### src/rtl/fir_interp2_if.sv
// Valid/ready stream bundle for fir_interp2: sample input (s_*) and upsampled output (m_*).
interface fir_interp2_if #(
  parameter int unsigned DATA_W = 16
);
  logic                     s_valid;
  logic                     s_ready;
  logic signed [DATA_W-1:0] s_data;
  logic                     m_valid;
  logic                     m_ready;
  logic signed [DATA_W-1:0] m_data;
  logic                     m_phase;

  modport master (
    output s_valid, s_data, m_ready,
    input  s_ready, m_valid, m_data, m_phase
  );

  modport slave (
    input  s_valid, s_data, m_ready,
    output s_ready, m_valid, m_data, m_phase
  );
endinterface

### src/rtl/fir_interp2.sv
// Two-phase Q15 interpolating FIR, upsample by 2: emits midpoint(x[n-1], x[n]) then x[n].
// Define FIR_INTERP2_ROUND_EN for round-half-up scaling; default is truncating >>>15.
module fir_interp2 #(
  parameter int unsigned        DATA_W = 16,
  parameter logic signed [15:0] C0     = 16'sd16384,
  parameter logic signed [15:0] C1     = 16'sd16384
) (
  input logic           clk,
  input logic           rst_n,
  fir_interp2_if.slave  bus
);

  localparam int unsigned ProdW = DATA_W + 16;
  localparam int unsigned SumW  = ProdW + 1;

  localparam logic signed [SumW-1:0] SatMax    = SumW'((1 <<< (DATA_W - 1)) - 1);
  localparam logic signed [SumW-1:0] SatMin    = -SatMax - SumW'(1);
  localparam logic signed [SumW-1:0] RoundBias = SumW'(16384);

  typedef enum logic [2:0] {StIdle, StMul, StSum, StOut0, StOut1} state_e;

  state_e                   state_q, state_d;
  logic signed [DATA_W-1:0] x_cur_q, x_cur_d;
  logic signed [DATA_W-1:0] x_prev_q, x_prev_d;
  logic signed [ProdW-1:0]  p0_q, p0_d;
  logic signed [ProdW-1:0]  p1_q, p1_d;
  logic signed [DATA_W-1:0] m_data_q, m_data_d;
  logic                     m_phase_q, m_phase_d;
  logic                     m_valid_q, m_valid_d;

  logic                     s_ready;
  logic signed [SumW-1:0]   sum;
  logic signed [SumW-1:0]   scaled;
  logic signed [DATA_W-1:0] sat;

  // Held low during reset so upstream never sees a spurious accept.
  assign s_ready = rst_n && ((state_q == StIdle) || ((state_q == StOut1) && bus.m_ready));

  assign bus.s_ready = s_ready;
  assign bus.m_valid = m_valid_q;
  assign bus.m_data  = m_data_q;
  assign bus.m_phase = m_phase_q;

  always_comb begin
    sum = SumW'(p0_q) + SumW'(p1_q);
`ifdef FIR_INTERP2_ROUND_EN
    sum = sum + RoundBias;
`endif
    scaled = sum >>> 15;
    if (scaled > SatMax) begin
      sat = SatMax[DATA_W-1:0];
    end else if (scaled < SatMin) begin
      sat = SatMin[DATA_W-1:0];
    end else begin
      sat = scaled[DATA_W-1:0];
    end
  end

  always_comb begin
    state_d   = state_q;
    x_cur_d   = x_cur_q;
    x_prev_d  = x_prev_q;
    p0_d      = p0_q;
    p1_d      = p1_q;
    m_data_d  = m_data_q;
    m_phase_d = m_phase_q;
    m_valid_d = m_valid_q;

    unique case (state_q)
      StIdle: begin
        if (bus.s_valid) begin
          x_cur_d  = bus.s_data;
          x_prev_d = x_cur_q;
          state_d  = StMul;
        end
      end
      StMul: begin
        p0_d    = ProdW'(C0) * ProdW'(x_prev_q);
        p1_d    = ProdW'(C1) * ProdW'(x_cur_q);
        state_d = StSum;
      end
      StSum: begin
        m_data_d  = sat;
        m_phase_d = 1'b0;
        m_valid_d = 1'b1;
        state_d   = StOut0;
      end
      StOut0: begin
        if (bus.m_ready) begin
          m_data_d  = x_cur_q;
          m_phase_d = 1'b1;
          state_d   = StOut1;
        end
      end
      StOut1: begin
        if (bus.m_ready) begin
          m_valid_d = 1'b0;
          if (bus.s_valid) begin
            x_cur_d  = bus.s_data;
            x_prev_d = x_cur_q;
            state_d  = StMul;
          end else begin
            state_d = StIdle;
          end
        end
      end
      default: state_d = StIdle;
    endcase
  end

  always_ff @(posedge clk or negedge rst_n) begin
    if (!rst_n) begin
      state_q   <= StIdle;
      x_cur_q   <= '0;
      x_prev_q  <= '0;
      p0_q      <= '0;
      p1_q      <= '0;
      m_data_q  <= '0;
      m_phase_q <= 1'b0;
      m_valid_q <= 1'b0;
    end else begin
      state_q   <= state_d;
      x_cur_q   <= x_cur_d;
      x_prev_q  <= x_prev_d;
      p0_q      <= p0_d;
      p1_q      <= p1_d;
      m_data_q  <= m_data_d;
      m_phase_q <= m_phase_d;
      m_valid_q <= m_valid_d;
    end
  end

endmodule
### src/flat_wrapper.sv
// flat-port wrapper written by rule: the top's interface ports become plain ports
module fir_interp2_flat 
#(
  parameter int unsigned        DATA_W = 16,
  parameter logic signed [15:0] C0     = 16'sd16384,
  parameter logic signed [15:0] C1     = 16'sd16384
)
  (clk, rst_n, bus_s_valid, bus_s_data, bus_m_ready, bus_s_ready, bus_m_valid, bus_m_data, bus_m_phase);
  fir_interp2_if #(.DATA_W(DATA_W)) bus_i ();
  input logic clk;
  input logic rst_n;
  input wire logic [$bits(bus_i.s_valid)-1:0] bus_s_valid;
  input wire logic [$bits(bus_i.s_data)-1:0] bus_s_data;
  input wire logic [$bits(bus_i.m_ready)-1:0] bus_m_ready;
  output wire logic [$bits(bus_i.s_ready)-1:0] bus_s_ready;
  output wire logic [$bits(bus_i.m_valid)-1:0] bus_m_valid;
  output wire logic [$bits(bus_i.m_data)-1:0] bus_m_data;
  output wire logic [$bits(bus_i.m_phase)-1:0] bus_m_phase;
  assign bus_i.s_valid = bus_s_valid;
  assign bus_i.s_data = bus_s_data;
  assign bus_i.m_ready = bus_m_ready;
  assign bus_s_ready = bus_i.s_ready;
  assign bus_m_valid = bus_i.m_valid;
  assign bus_m_data = bus_i.m_data;
  assign bus_m_phase = bus_i.m_phase;
  fir_interp2 #(.DATA_W(DATA_W), .C0(C0), .C1(C1)) u_core (.clk(clk), .rst_n(rst_n), .bus(bus_i));
endmodule
### config.mk
export PLATFORM = sky130hd
export DESIGN_NAME = fir_interp2_flat
export DESIGN_NICKNAME = d
export VERILOG_FILES = /design/src/rtl/fir_interp2_if.sv /design/src/rtl/fir_interp2.sv /design/src/flat_wrapper.sv
export SDC_FILE = /design/constraint.sdc
export NUM_CORES = 1
export LEC_CHECK = 0
export CORE_AREA = 4 4 92 94
export DETAILED_ROUTE_END_ITERATION = 8
export DIE_AREA = 0 0 96 98
export PLACE_DENSITY = 0.73
export SYNTH_ARGS = -nofsm -noshare
export SYNTH_HDL_FRONTEND = slang
export SYNTH_SLANG_ARGS = --single-unit
### constraint.sdc
create_clock -name clk -period 2.6 [get_ports clk]
set_input_delay 0.78 -clock clk [delete_from_list [all_inputs] [get_ports clk]]
set_output_delay 0.78 -clock clk [all_outputs]
set_load 0.005 [all_outputs]
==> results of run 1 <==
-- synth_stat cells (2+ instances only) --
| cell | n | area, um^2 |
|---|---|---|
| sky130_fd_sc_hd__dfrtp_1 | 85 | 2130 |
| sky130_fd_sc_hd__mux2_2 | 35 | 394 |
| sky130_fd_sc_hd__mux2_1 | 27 | 304 |
| sky130_fd_sc_hd__nand2_1 | 27 | 101 |
| sky130_fd_sc_hd__a21oi_1 | 23 | 115 |
| sky130_fd_sc_hd__ha_1 | 15 | 188 |
| sky130_fd_sc_hd__o21ai_1 | 14 | 70.1 |
| sky130_fd_sc_hd__nor2_1 | 13 | 48.8 |
| sky130_fd_sc_hd__o21ai_0 | 10 | 50.1 |
| sky130_fd_sc_hd__a22oi_1 | 8 | 60.1 |
| sky130_fd_sc_hd__buf_4 | 8 | 60.1 |
| sky130_fd_sc_hd__xnor2_1 | 7 | 61.3 |
| sky130_fd_sc_hd__buf_2 | 5 | 25.0 |
| sky130_fd_sc_hd__inv_1 | 5 | 18.8 |
| sky130_fd_sc_hd__xor2_1 | 5 | 43.8 |
| sky130_fd_sc_hd__a21boi_1 | 3 | 22.5 |
| sky130_fd_sc_hd__nand3_1 | 3 | 15.0 |
| sky130_fd_sc_hd__nand4_1 | 3 | 18.8 |
| sky130_fd_sc_hd__nor3_1 | 3 | 15.0 |
| sky130_fd_sc_hd__o211ai_1 | 3 | 22.5 |
| sky130_fd_sc_hd__o22ai_1 | 3 | 18.8 |
| sky130_fd_sc_hd__a21o_1 | 2 | 15.0 |
| sky130_fd_sc_hd__a21oi_2 | 2 | 17.5 |
| sky130_fd_sc_hd__and3_1 | 2 | 12.5 |
| sky130_fd_sc_hd__nand2_2 | 2 | 12.5 |
| sky130_fd_sc_hd__nand2b_1 | 2 | 12.5 |
| sky130_fd_sc_hd__nor2_2 | 2 | 12.5 |
| sky130_fd_sc_hd__nor3b_1 | 2 | 15.0 |
| sky130_fd_sc_hd__o21ai_2 | 2 | 17.5 |
| sky130_fd_sc_hd__o31ai_1 | 2 | 15.0 |
-- power by group --
group | switching [mW] | internal [mW] | total (mW)
combinational | 1.85 | 1.79 | 3.64
clock | 0.470 | 0.442 | 0.913
sequential | 0.494 | 2.01 | 2.50
-- area by class of cell --
type                    instances  area share [%]
repair buffers                 48            9.83
inverters                       6           0.516
flip-flops and latches         85            43.9
well taps                     102            2.63
clock buffers                  10            2.63
clock inverters                 6            1.32
multi-input cells             240            39.2
-- sequential cells by signal (all words and copies together), names as in the netlist --
signal,flops
u_core.bus.m_data,16
u_core.p0_q,16
u_core.p1_q,16
u_core.x_cur_q,16
u_core.x_prev_q,16
u_core.state_q,3
u_core.bus.m_phase,1
u_core.bus.m_valid,1
-- per-stage QoR --
stage	power (mW)	worst slack (ns)	hold slack [ns]
2_1_floorplan	5.18	0.563	0.444
3_3_place_gp	6.08	-0.189	0.462
5_1_grt	7.66	0.0174	0.513
3_5_place_dp	6.18	-0.202	0.475
4_1_cts	7.11	0.0436	0.491
6_report	7.06	0.0756	0.489
-- cell families after synthesis --
logic type | synth area share, %
xor+xnor | 2.53
mux | 17.1
simple gates | 8.78
buf+inv | 2.93
compound gates | 12.4
flops | 51.3
fa+ha+maj | 5.01
-- path summary, 6_finish.rpt --
check                                    from                     to  slack [ns]  cells after the start
max                               bus_m_ready            bus_s_ready        0.08                      5
max in group asynchronous               rst_n     u_core.x_prev_q[6]        1.11                      3
min in group asynchronous               rst_n        u_core.p0_q[27]        0.50                      2
min reg2reg                u_core.x_prev_q[5]        u_core.p0_q[19]        0.49                      1
min                        u_core.x_prev_q[5]        u_core.p0_q[19]        0.49                      1
max reg2reg                   u_core.p1_q[16]  u_core.bus.m_data[13]        0.62                      7
-- repair_timing --
action / in CTS / in global routing
setup buffers: 0 / 0
pin swaps: 0 / 1
setup endpoints to repair: 1 / 1
resized for setup: 1 / 0
-- worst max-delay path, stage by stage --
cell and delay, ns:
sky130_fd_sc_hd__clkdlybuf4s50_1 0.48, sky130_fd_sc_hd__inv_1 0.05, sky130_fd_sc_hd__nand2_1 0.07, sky130_fd_sc_hd__and3_1 0.14, sky130_fd_sc_hd__dlygate4sd2_1 0.23
-- layer usage --
| layer | wire (um) | vias to the layer above | GRT usage, % |
|---|---|---|---|
| met3 | 353 | 11 | 5.62 |
| met5 | 0 | - | 0 |
| met1 | 3860 | 1371 | 26.2 |
| met4 | 142 | 0 | 6.46 |
| met2 | 3670 | 48 | 28.1 |
| li1 | - | 1332 | - |
==> impl_metrics.sql, run 1 <==
INSERT INTO impl_metrics (metric_group, metric, value, unit) VALUES
('cells_and_area', 'finalInstanceArea', '0.00485', 'mm^2'),
('routing', 'post_drt_via_cell_ratio', '5.56', ''),
('yosys', 'avgSynthCellArea', '12.0', 'um^2'),
('global_route', 'grt_max_degree', '51', ''),
('yosys', 'netlist_cell_types', '52', ''),
('die', 'floorplan.rows', '32', ''),
('outcome', 'run_status', 'complete, no violations', ''),
('cells_and_area', 'postLayoutCoreUtil', '63.4', '%'),
('routing', 'firstDrtPassIters', '4', ''),
('placed_design', 'dpl.cell_count', '481', ''),
('cells_and_area', 'seq_area', '0.00213', 'mm^2'),
('cells_and_area', 'final.fill_count', '628', ''),
('die', 'top_level_ports', '39', ''),
('global_route', 'first_global_vias', '2856', ''),
('clock_network', 'cts.root.buffer_cell', 'sky130_fd_sc_hd__clkbuf_8', ''),
('worst_hold_path', 'holdCritPathClass', 'reg -> reg', ''),
('yosys', 'synth_fp_nets', '381', ''),
('routing', 'finalWirelength', '8020', 'um'),
('yosys', 'yosys_register_bits', '85', ''),
('cells_and_area', 'most_common_cell_after_layout_fill_and_taps_aside', 'sky130_fd_sc_hd__dfrtp_1', ''),
('clock_network', 'clk-insertion-delay-late', '0.36', 'ns'),
('setup_path', 'worstSetupStartpointType', 'input pin', ''),
('setup_path', 'cp_max_fo', '2', ''),
('setup_path', 'worst-endpoint-arrival', '1.74', 'ns'),
('placed_design', 'port-buffer-count', '38', ''),
('timing', 'worst-slew-pin-transition', '0.606', 'ns'),
('placed_design', 'dp.final_hpwl', '5780', 'um'),
('global_route', 'globalRoute.totalOverflow', '0', ''),
('clock_network', 'number_of_clock_sinks', '85', ''),
('timing', 'setup_violations', '0', ''),
('routing', 'drt-initial-drc-count', '150', ''),
('yosys', 'async_reset_ff_share', '100', '%'),
('clock_network', 'cts.htree.levels', '3', ''),
('cells_and_area', 'final_net_count', '426', ''),
('timing', 'grt_setup_unrepaired', 'no', ''),
('die', 'die_height', '98', 'um'),
('die', 'core_area', '0.00765', 'mm^2'),
('cells_and_area', 'drive_above_1_share', '20.0', '%'),
('timing', 'max_slew_violations', '0', ''),
('cells_and_area', 'area_growth_syn_to_layout', '16.9', '%'),
('yosys', 'cell_count_after_synthesis', '345', ''),
('timing', 'final_period_minus_worst_setup_slack', '2.52', 'ns'),
('routing', 'antenna_left', '0', ''),
('placed_design', 'post_dp_area', '0.00466', 'mm^2'),
('cells_and_area', 'most-common-layout-cells', 'sky130_fd_sc_hd__dfrtp_1, sky130_fd_sc_hd__clkdlybuf4s50_1, sky130_fd_sc_hd__mux2_2', ''),
('routing', 'drt_drc_violations_left', '0', ''),
('timing', 'final.setup_skew', '0.0125', 'ns'),
('die', 'floorplan.die.width', '96', 'um'),
('timing', 'worst_slew_margin_rel', '59.6', '%'),
('setup_path', 'critical_path_class', 'in -> out', ''),
('timing', 'final.setup.tns', '0', 'ns'),
('setup_path', 'timing.critical_path.to_type', 'output pin', ''),
('global_route', 'grt.total_usage', '18.9', '%'),
('cells_and_area', 'area_taken_by_multi_input_logic_gates', '0.00190', 'mm^2'),
('global_route', 'number_of_antenna_violations_at_the_first_check_in_global_routing', '0', ''),
('run', 'max-cap-violations', '0', ''),
('global_route', 'grt_first_pass_wirelength', '13800', 'um'),
('timing', 'period_share', '97.1', '%'),
('yosys', 'postSynth.topFlopCell', 'sky130_fd_sc_hd__dfrtp_1', ''),
('clock_network', 'tritoncts_clock_tree', 'done', ''),
('setup_path', 'critical_path_required', '1.82', 'ns'),
('yosys', 'synth_enable_flop_cells', '0', ''),
('routing', 'vias_after_detailed_routing', '2762', ''),
('die', 'dieArea', '0.00941', 'mm^2'),
('placed_design', 'gpl.final_weighted_congestion', '0.870', ''),
('cells_and_area', 'layoutNonFillerInstCount', '497', ''),
('cells_and_area', 'diodes', '0', ''),
('timing', 'clock.fmax', '396', 'MHz'),
('timing', 'finalHoldViolations', '0', ''),
('power', 'maximum_vdd_ir_drop', '0.637', 'mV'),
('routing', 'wire_per_inst', '16.1', 'um'),
('yosys', 'synth_seq_area_share', '51.3', '%'),
('clock_network', 'cts_made_buffers', '9', ''),
('clock_network', 'max-clock-path-buffers', '2', ''),
('power', 'p_leak', '2.09', 'nW'),
('power', 'powerDensity', '1460', 'mW/mm^2'),
('clock_network', 'hold_buffers', '0', ''),
('yosys', 'mappedNetlistArea', '0.00415', 'mm^2'),
('die', 'initial_standard_cell_utilization_of_the_core', '54.2', '%'),
('clock_network', 'worst_setup_hold_path_clk_slew', '0.08', 'ns'),
('yosys', 'ys_warn_count', '0', '');
(Power assumes the default switching activity.)
==> run 2: changes to the inputs <==
- CORE_AREA: 4 4 92 94 -> 4 4 107 109
- DIE_AREA: 0 0 96 98 -> 0 0 111 113
- PLACE_DENSITY: 0.73 -> 0.56
==> impl_metrics.sql, run 2 (synthesized netlist as in run 1, its figures left out) <==
INSERT INTO impl_metrics (metric_group, metric, value, unit) VALUES
('outcome', 'run_status', 'complete, no violations', ''),
('routing', 'post_drt_via_cell_ratio', '5.11', ''),
('timing', 'setup_violations', '0', ''),
('die', 'dieArea', '0.0125', 'mm^2'),
('die', 'die_height', '113', 'um'),
('run', 'max-cap-violations', '0', ''),
('global_route', 'grt_first_pass_wirelength', '14400', 'um'),
('cells_and_area', 'area_taken_by_multi_input_logic_gates', '0.00190', 'mm^2'),
('worst_hold_path', 'holdCritPathClass', 'reg -> reg', ''),
('clock_network', 'tritoncts_clock_tree', 'done', ''),
('routing', 'drt-initial-drc-count', '138', ''),
('setup_path', 'startpoint', 'u_core.state_q[0]', ''),
('power', 'maximum_vdd_ir_drop', '0.466', 'mV'),
('routing', 'finalWirelength', '8230', 'um'),
('clock_network', 'cts.htree.levels', '3', ''),
('clock_network', 'cts_made_buffers', '9', ''),
('cells_and_area', 'most_common_cell_after_layout_fill_and_taps_aside', 'sky130_fd_sc_hd__dfrtp_1', ''),
('placed_design', 'dpl.cell_count', '521', ''),
('global_route', 'grt.total_usage', '14.2', '%'),
('setup_path', 'cp_max_fo', '9', ''),
('die', 'initial_standard_cell_utilization_of_the_core', '39.1', '%'),
('routing', 'drt_drc_violations_left', '0', ''),
('global_route', 'first_global_vias', '2856', ''),
('cells_and_area', 'final_net_count', '429', ''),
('setup_path', 'worstSetupStartpointType', 'flip-flop', ''),
('cells_and_area', 'drive_above_1_share', '20.4', '%'),
('global_route', 'globalRoute.totalOverflow', '0', ''),
('cells_and_area', 'layoutNonFillerInstCount', '537', ''),
('routing', 'antenna_left', '0', ''),
('timing', 'worst-slew-pin-transition', '0.542', 'ns'),
('cells_and_area', 'most-common-layout-cells', 'sky130_fd_sc_hd__dfrtp_1, sky130_fd_sc_hd__mux2_2, sky130_fd_sc_hd__clkdlybuf4s50_1', ''),
('clock_network', 'worst_setup_hold_path_clk_slew', '0.08', 'ns'),
('setup_path', 'critical_path_required', '1.82', 'ns'),
('timing', 'timing.final.ws_setup', '0.304', 'ns'),
('routing', 'firstDrtPassIters', '4', ''),
('setup_path', 'slowest_delay', '0.51', 'ns'),
('timing', 'grt_setup_unrepaired', 'no', ''),
('setup_path', 'critical_path_class', 'reg -> out', ''),
('timing', 'max_slew_violations', '0', ''),
('timing', 'clock.fmax', '436', 'MHz'),
('cells_and_area', 'seq_area', '0.00213', 'mm^2'),
('cells_and_area', 'area_growth_syn_to_layout', '18.9', '%'),
('placed_design', 'dp.final_hpwl', '5950', 'um'),
('setup_path', 'timing.critical_path.to_type', 'output pin', ''),
('cells_and_area', 'diodes', '0', ''),
('clock_network', 'clk-insertion-delay-late', '0.35', 'ns'),
('routing', 'vias_after_detailed_routing', '2745', ''),
('setup_path', 'r2r_start', 'u_core.p1_q[16]', ''),
('timing', 'final_period_minus_worst_setup_slack', '2.30', 'ns'),
('die', 'floorplan.rows', '38', ''),
('clock_network', 'number_of_clock_sinks', '85', ''),
('setup_path', 'worst-endpoint-arrival', '1.52', 'ns'),
('die', 'top_level_ports', '39', ''),
('setup_path', 'cells_along_the_critical_path', 'nor2_2 > and3_1 > dlygate4sd2_1', ''),
('die', 'core_area', '0.0106', 'mm^2'),
('placed_design', 'gpl.final_weighted_congestion', '0.792', ''),
('die', 'floorplan.die.width', '111', 'um'),
('placed_design', 'detailedPlace.worstSlack', '-0.198', 'ns'),
('clock_network', 'max-clock-path-buffers', '2', ''),
('power', 'p_leak', '2.13', 'nW'),
('clock_network', 'hold_buffers', '0', ''),
('cells_and_area', 'final.fill_count', '967', ''),
('global_route', 'number_of_antenna_violations_at_the_first_check_in_global_routing', '0', ''),
('clock_network', 'cts.root.buffer_cell', 'sky130_fd_sc_hd__clkbuf_8', ''),
('timing', 'period_share', '88.3', '%'),
('timing', 'final.setup_skew', '0.0105', 'ns'),
('placed_design', 'port-buffer-count', '38', ''),
('routing', 'wire_per_inst', '15.3', 'um'),
('worst_hold_path', 'worstHoldStart', 'u_core.x_prev_q[2]', ''),
('timing', 'finalHoldViolations', '0', ''),
('power', 'powerDensity', '1460', 'mW/mm^2'),
('setup_path', 'critical_path.slowest_cell', 'sky130_fd_sc_hd__dfrtp_1', ''),
('global_route', 'grt_max_degree', '45', ''),
('timing', 'worst_slew_margin_rel', '63.9', '%');
## run 2: changes by cell type in the layout (fill, tap and decap cells not counted)
| cell | before | now |
|---|---|---|
| sky130_fd_sc_hd__buf_4 | 9 | 13 |
| sky130_fd_sc_hd__buf_12 | 2 | 1 |
| sky130_fd_sc_hd__bufinv_16 | 1 | 2 |
| sky130_fd_sc_hd__clkbuf_8 | 9 | 10 |
| sky130_fd_sc_hd__clkdlybuf4s50_1 | 36 | 35 |
| sky130_fd_sc_hd__clkinv_2 | 2 | 1 |
| sky130_fd_sc_hd__clkinv_4 | 1 | 0 |
| sky130_fd_sc_hd__clkinvlp_4 | 2 | 1 |
| sky130_fd_sc_hd__dlymetal6s2s_1 | 0 | 1 |
## run 2: worst paths after layout
check / to / slack [ns] / depth (start not counted)
setup / recovery: bus_s_ready / 0.30 / 3
hold / removal: u_core.p0_q[16] / 0.49 / 1
setup reg to reg: u_core.bus.m_data[13] / 0.64 / 7
hold reg to reg: u_core.p0_q[16] / 0.49 / 1
max in group asynchronous: u_core.p1_q[26] / 1.14 / 3
min in group asynchronous: u_core.x_prev_q[13] / 0.52 / 2
## run 2: per-stage QoR
| stage | TNS, ns | power [mW] | hold WS [ns] | utilization [%] | instance area [um^2] |
|---|---|---|---|---|---|
| after floorplan | 0 | 5.18 | 0.444 | - | 4150 |
| after global placement | -0.207 | 6.15 | 0.460 | 44.4 | 4710 |
| after detailed placement | -0.198 | 6.23 | 0.474 | 44.4 | 4710 |
| after CTS | 0 | 7.26 | 0.494 | 46.4 | 4920 |
| after global routing | 0 | 7.81 | 0.516 | 46.5 | 4930 |
| final | 0 | 7.17 | 0.493 | 46.5 | 4930 |
## run 2: per-layer routing
metal | track usage (%) | wire length, um | part of all wire (%)
met1 | 20.1 | 4120 | 50
met2 | 21.8 | 3720 | 45
met3 | 2.99 | 223 | 2.7
met4 | 4.60 | 174 | 2.1
met5 | 0 | 0 | 0
## run 2: power breakdown
part / switching [mW] / total (mW) / internal (mW)
Combinational: 1.88 / 3.68 / 1.81
Clock: 0.440 / 1.00 / 0.561
Sequential: 0.477 / 2.49 / 2.01
Total: 2.79 / 7.17 / 4.38
## run 2: area by class of cell
type,count,area share (%)
repair buffers,51,9.92
multi-input cells,240,38.5
clock buffers,11,2.87
inverters,6,0.508
flip-flops and latches,85,43.1
well taps,140,3.55
clock inverters,4,1.47
## run 2: critical path: cells and delay by family, from the launching register on
kind | cells | cell delay [ns]
simple gates | 2 | 0.44
buf+inv | 1 | 0.23
flops | 1 | 0.51
## run 2: repair_timing
item	CTS	global route
cloned	0	0
buffers inserted	0	1
setup endpoints to repair	1	1
resized for setup	1	1
endpoints found under the hold margin	0	0
